**src/rtl/uc_multiciclo_pkg.sv**
```systemverilog
// uc_pkg
// Shared definitions for the multicycle control unit: the controller state
// encoding, the instruction-class codes found in opcode[5:2] (instruction
// bits [15:12]), and the bundle of control fields produced by the decoder.
// No ports; imported by uc_decode and uc_multiciclo.
package uc_pkg;

    // Controller states; every instruction walks FETCH -> DECODE -> EXEC
    typedef enum logic [2:0] {
        IDLE   = 3'd0,
        FETCH  = 3'd1,
        DECODE = 3'd2,
        EXEC   = 3'd3,
        HALT   = 3'd4
    } state_e;

    // Instruction classes for the non-ALU half of the opcode space
    localparam logic [3:0] OP_LI   = 4'b0000;
    localparam logic [3:0] OP_J    = 4'b0001;
    localparam logic [3:0] OP_JZ   = 4'b0010;
    localparam logic [3:0] OP_JNZ  = 4'b0011;
    localparam logic [3:0] OP_NOP  = 4'b0100;
    localparam logic [3:0] OP_HALT = 4'b0101;

    // Bit of the 4-bit class that marks an ALU instruction (class 1xxx)
    localparam int ALU_CLASS_BIT = 3;

    // Width of the ALU operation field carried in the opcode
    localparam int ALU_W = 3;

    // Control fields for one instruction, as seen during EXEC
    typedef struct packed {
        logic             sInc;
        logic             sInm;
        logic             we3;
        logic             wez;
        logic             pcWe;
        logic [ALU_W-1:0] opAlu;
    } ctrl_t;

endpackage

```
**src/rtl/uc_multiciclo_decode.sv**
```systemverilog
// uc_decode
// Purely combinational instruction decoder. Maps the opcode class and the
// zero flag to the control bundle the controller applies during EXEC.
// Ports:
//   opcode_i      instruction bits [15:10] from the IR
//   z_i           zero flag register output
//   ctrl_o        control bundle (sInc, sInm, we3, wez, pcWe, opAlu)
//   is_halt_o     opcode is HALT
//   is_illegal_o  opcode is in the unused class range 0110/0111
module uc_decode
    import uc_pkg::*;
#(
    parameter int OPW             = 6,
    parameter bit HALT_ON_ILLEGAL = 1'b0
) (
    input  logic [OPW-1:0] opcode_i,
    input  logic           z_i,
    output ctrl_t          ctrl_o,
    output logic           is_halt_o,
    output logic           is_illegal_o
);

    logic [3:0] opClass;
    logic       unused_low;

    assign opClass = opcode_i[OPW-1 -: 4];

    // The two low opcode bits carry no control meaning
    assign unused_low = ^opcode_i[OPW-5:0];

    // Start from "advance the PC, write nothing" and let each class add its
    // own enables; conditional jumps pick PC+1 when their condition fails.
    always_comb begin
        ctrl_o.sInc  = 1'b1;
        ctrl_o.sInm  = 1'b0;
        ctrl_o.we3   = 1'b0;
        ctrl_o.wez   = 1'b0;
        ctrl_o.pcWe  = 1'b1;
        ctrl_o.opAlu = '0;
        is_halt_o    = 1'b0;
        is_illegal_o = 1'b0;
        if (opClass[ALU_CLASS_BIT]) begin
            ctrl_o.opAlu = opcode_i[OPW-2 -: ALU_W];
            ctrl_o.we3   = 1'b1;
            ctrl_o.wez   = 1'b1;
        end else begin
            case (opClass)
                OP_LI: begin
                    ctrl_o.sInm = 1'b1;
                    ctrl_o.we3  = 1'b1;
                end
                OP_J:    ctrl_o.sInc = 1'b0;
                OP_JZ:   ctrl_o.sInc = ~z_i;
                OP_JNZ:  ctrl_o.sInc = z_i;
                OP_NOP:  ;
                OP_HALT: begin
                    is_halt_o   = 1'b1;
                    ctrl_o.pcWe = 1'b0;
                end
                default: begin
                    is_illegal_o = 1'b1;
                    ctrl_o.pcWe  = ~HALT_ON_ILLEGAL;
                end
            endcase
        end
    end

endmodule

```
**src/rtl/uc_multiciclo.sv**
```systemverilog
// uc_multiciclo
// Multicycle control unit for the 16-bit-instruction CPU. Each instruction
// takes exactly three cycles: FETCH (load IR), DECODE (latch control fields),
// EXEC (apply PC / register / flag writes). A level-sensitive run input starts
// execution from IDLE and is checked again only at the end of each EXEC.
// Ports:
//   clk, reset      rising-edge clock, asynchronous active-low reset
//   opcode, z, run  IR bits [15:10], zero flag, run request
//   s_inc, s_inm, we3, wez, op_alu, pc_we, ir_we   datapath controls
//   halted, illegal status (illegal is sticky until reset)
// Optional feature, macro UC_RETIRE_CNT_EN: adds output retired[15:0], a
// wrapping count of EXEC cycles that were not illegal instructions.
module uc_multiciclo
    import uc_pkg::*;
#(
    parameter int OPW             = 6,
    parameter int ALUW            = 3,
    parameter bit HALT_ON_ILLEGAL = 1'b0
) (
    input  logic            clk,
    input  logic            reset,
    input  logic [OPW-1:0]  opcode,
    input  logic            z,
    input  logic            run,
    output logic            s_inc,
    output logic            s_inm,
    output logic            we3,
    output logic            wez,
    output logic [ALUW-1:0] op_alu,
    output logic            pc_we,
    output logic            ir_we,
    output logic            halted,
    output logic            illegal
`ifdef UC_RETIRE_CNT_EN
    ,
    output logic [15:0]     retired
`endif
);

    state_e           state_q;
    logic             sInc_q;
    logic             sInm_q;
    logic             we3_q;
    logic             wez_q;
    logic [ALU_W-1:0] opAlu_q;
    logic             pcWe_q;
    logic             irWe_q;
    logic             halted_q;
    logic             illegal_q;

    ctrl_t            dec;
    logic             decHalt;
    logic             decIllegal;

    uc_decode #(
        .OPW             (OPW),
        .HALT_ON_ILLEGAL (HALT_ON_ILLEGAL)
    ) u_decode (
        .opcode_i     (opcode),
        .z_i          (z),
        .ctrl_o       (dec),
        .is_halt_o    (decHalt),
        .is_illegal_o (decIllegal)
    );

    // Main sequencer. Every output is a register loaded on the edge that
    // enters the state it belongs to, so the enables line up exactly with
    // FETCH / EXEC. Control fields are latched on the DECODE -> EXEC edge;
    // z cannot change between DECODE and EXEC because the flag only updates
    // on wez at the end of an EXEC, so the value latched is the EXEC value.
    // Outside EXEC the control fields fall back to PC+1 / ALU result / op 0.
    always_ff @(posedge clk or negedge reset) begin
        if (!reset) begin
            state_q   <= IDLE;
            sInc_q    <= 1'b1;
            sInm_q    <= 1'b0;
            we3_q     <= 1'b0;
            wez_q     <= 1'b0;
            opAlu_q   <= '0;
            pcWe_q    <= 1'b0;
            irWe_q    <= 1'b0;
            halted_q  <= 1'b0;
            illegal_q <= 1'b0;
        end else begin
            sInc_q  <= 1'b1;
            sInm_q  <= 1'b0;
            we3_q   <= 1'b0;
            wez_q   <= 1'b0;
            opAlu_q <= '0;
            pcWe_q  <= 1'b0;
            irWe_q  <= 1'b0;
            case (state_q)
                IDLE: begin
                    if (run) begin
                        state_q <= FETCH;
                        irWe_q  <= 1'b1;
                    end
                end
                FETCH: state_q <= DECODE;
                DECODE: begin
                    state_q <= EXEC;
                    sInc_q  <= dec.sInc;
                    sInm_q  <= dec.sInm;
                    we3_q   <= dec.we3;
                    wez_q   <= dec.wez;
                    opAlu_q <= dec.opAlu;
                    pcWe_q  <= dec.pcWe;
                    if (decIllegal) begin
                        illegal_q <= 1'b1;
                    end
                end
                EXEC: begin
                    if (decHalt || (decIllegal && HALT_ON_ILLEGAL)) begin
                        state_q  <= HALT;
                        halted_q <= 1'b1;
                    end else if (run) begin
                        state_q <= FETCH;
                        irWe_q  <= 1'b1;
                    end else begin
                        state_q <= IDLE;
                    end
                end
                HALT: begin
                    if (!run) begin
                        state_q  <= IDLE;
                        halted_q <= 1'b0;
                    end
                end
                default: state_q <= IDLE;
            endcase
        end
    end

    assign s_inc   = sInc_q;
    assign s_inm   = sInm_q;
    assign we3     = we3_q;
    assign wez     = wez_q;
    assign op_alu  = ALUW'(opAlu_q);
    assign pc_we   = pcWe_q;
    assign ir_we   = irWe_q;
    assign halted  = halted_q;
    assign illegal = illegal_q;

`ifdef UC_RETIRE_CNT_EN
    logic [15:0] retired_q;
    logic [15:0] retired_d;

    // Count every EXEC that is not an illegal opcode; the IR is stable
    // throughout EXEC so the live decode identifies the instruction.
    always_comb begin
        retired_d = retired_q;
        if (state_q == EXEC && !decIllegal) begin
            retired_d = retired_q + 16'd1;
        end
    end

    // Retire counter register, wraps naturally at 16 bits
    always_ff @(posedge clk or negedge reset) begin
        if (!reset) begin
            retired_q <= 16'd0;
        end else begin
            retired_q <= retired_d;
        end
    end

    assign retired = retired_q;
`endif

endmodule

```
**config.mk**
```make
export PLATFORM = sky130hd
export DESIGN_NAME = uc_multiciclo
export DESIGN_NICKNAME = d
export VERILOG_FILES = /design/src/rtl/uc_multiciclo_pkg.sv /design/src/rtl/uc_multiciclo_decode.sv /design/src/rtl/uc_multiciclo.sv
export SDC_FILE = /design/constraint.sdc
export NUM_CORES = 1
export LEC_CHECK = 0
export BUFFER_PORTS_ARGS = -buffer_cell sky130_fd_sc_hd__buf_2
export CAP_MARGIN = 15
export CORE_AREA = 2 2 39 41
export CTS_CLUSTER_DIAMETER = 60
export DETAILED_ROUTE_END_ITERATION = 6
export DIE_AREA = 0 0 41 43
export PLACE_DENSITY = 0.74
export SLEW_MARGIN = 25
export SYNTH_ARGS = -nofsm -noshare
export SYNTH_HDL_FRONTEND = slang
export SYNTH_HIERARCHICAL = 1
export SYNTH_SLANG_ARGS = --single-unit
```
**constraint.sdc**
```tcl
create_clock -name clk -period 2.81 [get_ports clk]
set_clock_uncertainty 0.2 [all_clocks]
set_input_delay 0.281 -clock clk [delete_from_list [all_inputs] [get_ports clk]]
set_output_delay 0.281 -clock clk [all_outputs]
set_load 0.03 [all_outputs]
```
==> impl_metrics.yaml <==
yosys:
  syn_inst: 57
  yosysSeqAreaShare: 0.5542
  synthTopCellsByArea: "dfrtp_1 51%, and2_1 8.9%, dfstp_2 4.1%"
  synth_seq_cells: 14
  syn_area_um2: 634.4
  yosysMostFrequentCell: "dfrtp_1"
  netlist_top_cells_count: "13 x dfrtp_1, 9 x and2_1, 6 x nor2_1, 3 x nand3_1"
  yosysWarnings: 6
  synth.avg_cell_area_um2: 11.13
  synth_largest_area_cell: "dfrtp_1"
  async_flop_share: 1.000
  syn_nets: 67
  synth_flop_cell: "dfrtp_1"
  synth-edff-count: 0
  yosysTopAreaCellShare: 0.5128
  synth.distinct_cells: 27
cts:
  cts.sinks: 14
  htreeDepth: 1
  cts.path.max_buffers: 2
  clk_latency_ps: 280
  root_buffer: "clkbuf_4"
  cts_buffers: 3
  clk_pin_slew_ps: 80
  cts_tree: "built"
  post-cts-setup-buffers: 0
  postCtsResizedCells: 0
worst_setup_path:
  crit_family: "flip-flops"
  cp_slowest_cell: "dfstp_2"
  reg2reg_from: "state_q[1]$_DFFE_PN0P_"
  arrival_ps: 980
  crit_fanout: 1
  rr_worst_depth: 2
  worstSetupPathType: "flip-flop to primary output"
  reg2reg_to: "wez$_DFF_PN0_"
  cp.required_ps: 2330
  ff2ff_setup_slack_ps: 1480
  start_kind: "flip-flop"
  worst_path_largest_cell_delay_ps: 520
  cp_cell_sequence: "buf_2"
  path_buf_inv: 1
  endpoint_kind: "primary output"
place:
  dp_cells: 88
  port_buffers: 18
  gp_congestion: 0.7167
  place_hpwl_um: 780.5
pwr:
  p_per_area_mw_per_mm2: 939.0
  ir_worst_vdd_v: 0.0004437
  p_comb_frac: 0.370
  leakagePower_nw: 0.3891
  clockPowerShare: 0.195
  p_seq_frac: 0.435
  cell_internal_pwr_uw: 442.2
  p_sw_uw: 275.7
  p_sw_frac: 0.3841
global_route:
  grt.overflow.total: 0
  grt_pass1_wl_um: 1683
  antenna_found_initial: 0
  grt_pass1_vias: 426
  gr-usage-all-layers: 0.1509
  grt_max_degree: 15
sta:
  max_freq_ghz: 0.6831
  slew_viol_final: 0
  finalSetupViolations: 0
  worst_pin_slew_ps: 332.4
  post-route-min-period_ps: 1464
  final_hold_viol_count: 0
  rsz0062_at_grt: "false"
  relSlewSlack: 0.7781
  fin_setup_tns_ps: 0
  period_share: 0.5210
route:
  first_pass_iters: 4
  drc: 0
  drt_iter0_drc: 3
  vias: 473
  wl_per_cell_um: 11.34
  drt_wl_total_um: 1055
  viasPerCell: 5.086
  ant_nets: 0
floorplan:
  die_area_mm2: 0.001763
  ioPinCount: 21
  die_w_um: 41
  core_mm2: 0.001384
  initial_utilization: 0.4584
  num_rows: 14
  dieHeight_um: 43
hold_path:
  hp-class: "input pin to flip-flop"
  min_from: "run"
  hold-path-cell-count: 2
  holdPathEnd: "ir_we$_DFF_PN0_"
cells_and_area:
  n_antenna_cell: 0
  layout-area-overhead-vs-synth_pct: 20.51
  stdcell_count: 93
  finalNetCount: 88
  layout-drive-gt1-share: 0.3636
outcome:
  outcome: "finished clean"
run:
  cap_violations: 0
-- power by group through the flow --
stage / Clock [mW] / Sequential (mW) / Combinational [mW]
global placement: 0 / 0.313 / 0.260
detailed placement: 0 / 0.317 / 0.268
global route: 0.154 / 0.320 / 0.289
floorplan: 0 / 0.375 / 0.158
CTS: 0.146 / 0.313 / 0.270
finish: 0.140 / 0.312 / 0.266
-- per-stage QoR --
| step | hold slack (ps) | area [um^2] | setup slack [ps] | total power [mW] | utilization |
|---|---|---|---|---|---|
| final | 75.56 | 764.5 | 1346 | 0.7179 | 0.5524 |
| after detailed placement | -17.46 | 718.2 | 1476 | 0.5845 | 0.5190 |
| after floorplan | -214.6 | 634.4 | 1599 | 0.5322 | - |
| after CTS | 63.62 | 764.5 | 1333 | 0.7284 | 0.5524 |
| after global placement | -17.59 | 718.2 | 1484 | 0.5732 | 0.5190 |
| after global routing | 55.11 | 764.5 | 1311 | 0.7638 | 0.5524 |
-- metal layers --
metal,global-route usage,up-vias,share of wire
li1,-,232,-
met1,0.1557,230,0.40
met2,0.2344,9,0.54
met3,0.07853,2,0.041
met4,0.08000,0,0.011
met5,0,-,0
-- state kept, by name, summed over array words and instances, names as in the netlist --
| name | count |
|---|---|
| halted | 1 |
| illegal | 1 |
| ir_we | 1 |
| op_alu | 3 |
| pc_we | 1 |
| s_inc | 1 |
| s_inm | 1 |
| state_q | 3 |
| we3 | 1 |
| wez | 1 |
-- cells by family after synthesis --
family / after synthesis / synth area share
and+or+nand+nor: 29 / 0.2762
DFF: 14 / 0.5542
AOI/OAI and AO/OA: 9 / 0.1085
buffers and inverters: 4 / 0.04732
xor gates and xnor gates: 1 / 0.01381
-- cell usage in the layout (no fill, tap or decap), types with 2 or more instances in the layout --
master and count:
buf_2 18, dfrtp_1 13, and2_1 9, nor2_1 6, nand3_1 3, clkbuf_4 3
nand2_1 2, o21ai_1 2
-- final cells by class --
class                      count  area [um^2]
tap                           16        20.02
sequential                    14        351.6
multi-input combinational     39        252.7
fill                         135        619.3
inverter                       1        3.754
clock buffer                   4        36.28
timing repair buffer          19        100.1
-- worst max path at each step --
stage / from / to / slack, ps / cells after the start
floorplan: state_q[0]$_DFFE_PN0P_ / halted$_DFFE_PN0P_ / 1600 / 3
global placement: opcode[5] / ir_we$_DFF_PN0_ / 1480 / 5
CTS: s_inc$_DFF_PN1_ / s_inc / 1330 / 1
finish: s_inc$_DFF_PN1_ / s_inc / 1350 / 1
detailed placement: opcode[5] / state_q[2]$_DFFE_PN0P_ / 1480 / 5
global route: s_inc$_DFF_PN1_ / s_inc / 1310 / 1
-- timing repair --
item | in CTS | in global routing
endpoints found under the setup margin | 0 | 0
hold buffers | 1 | 0
endpoints found under the hold margin | 14 | 0
(Power assumes the default switching activity.)
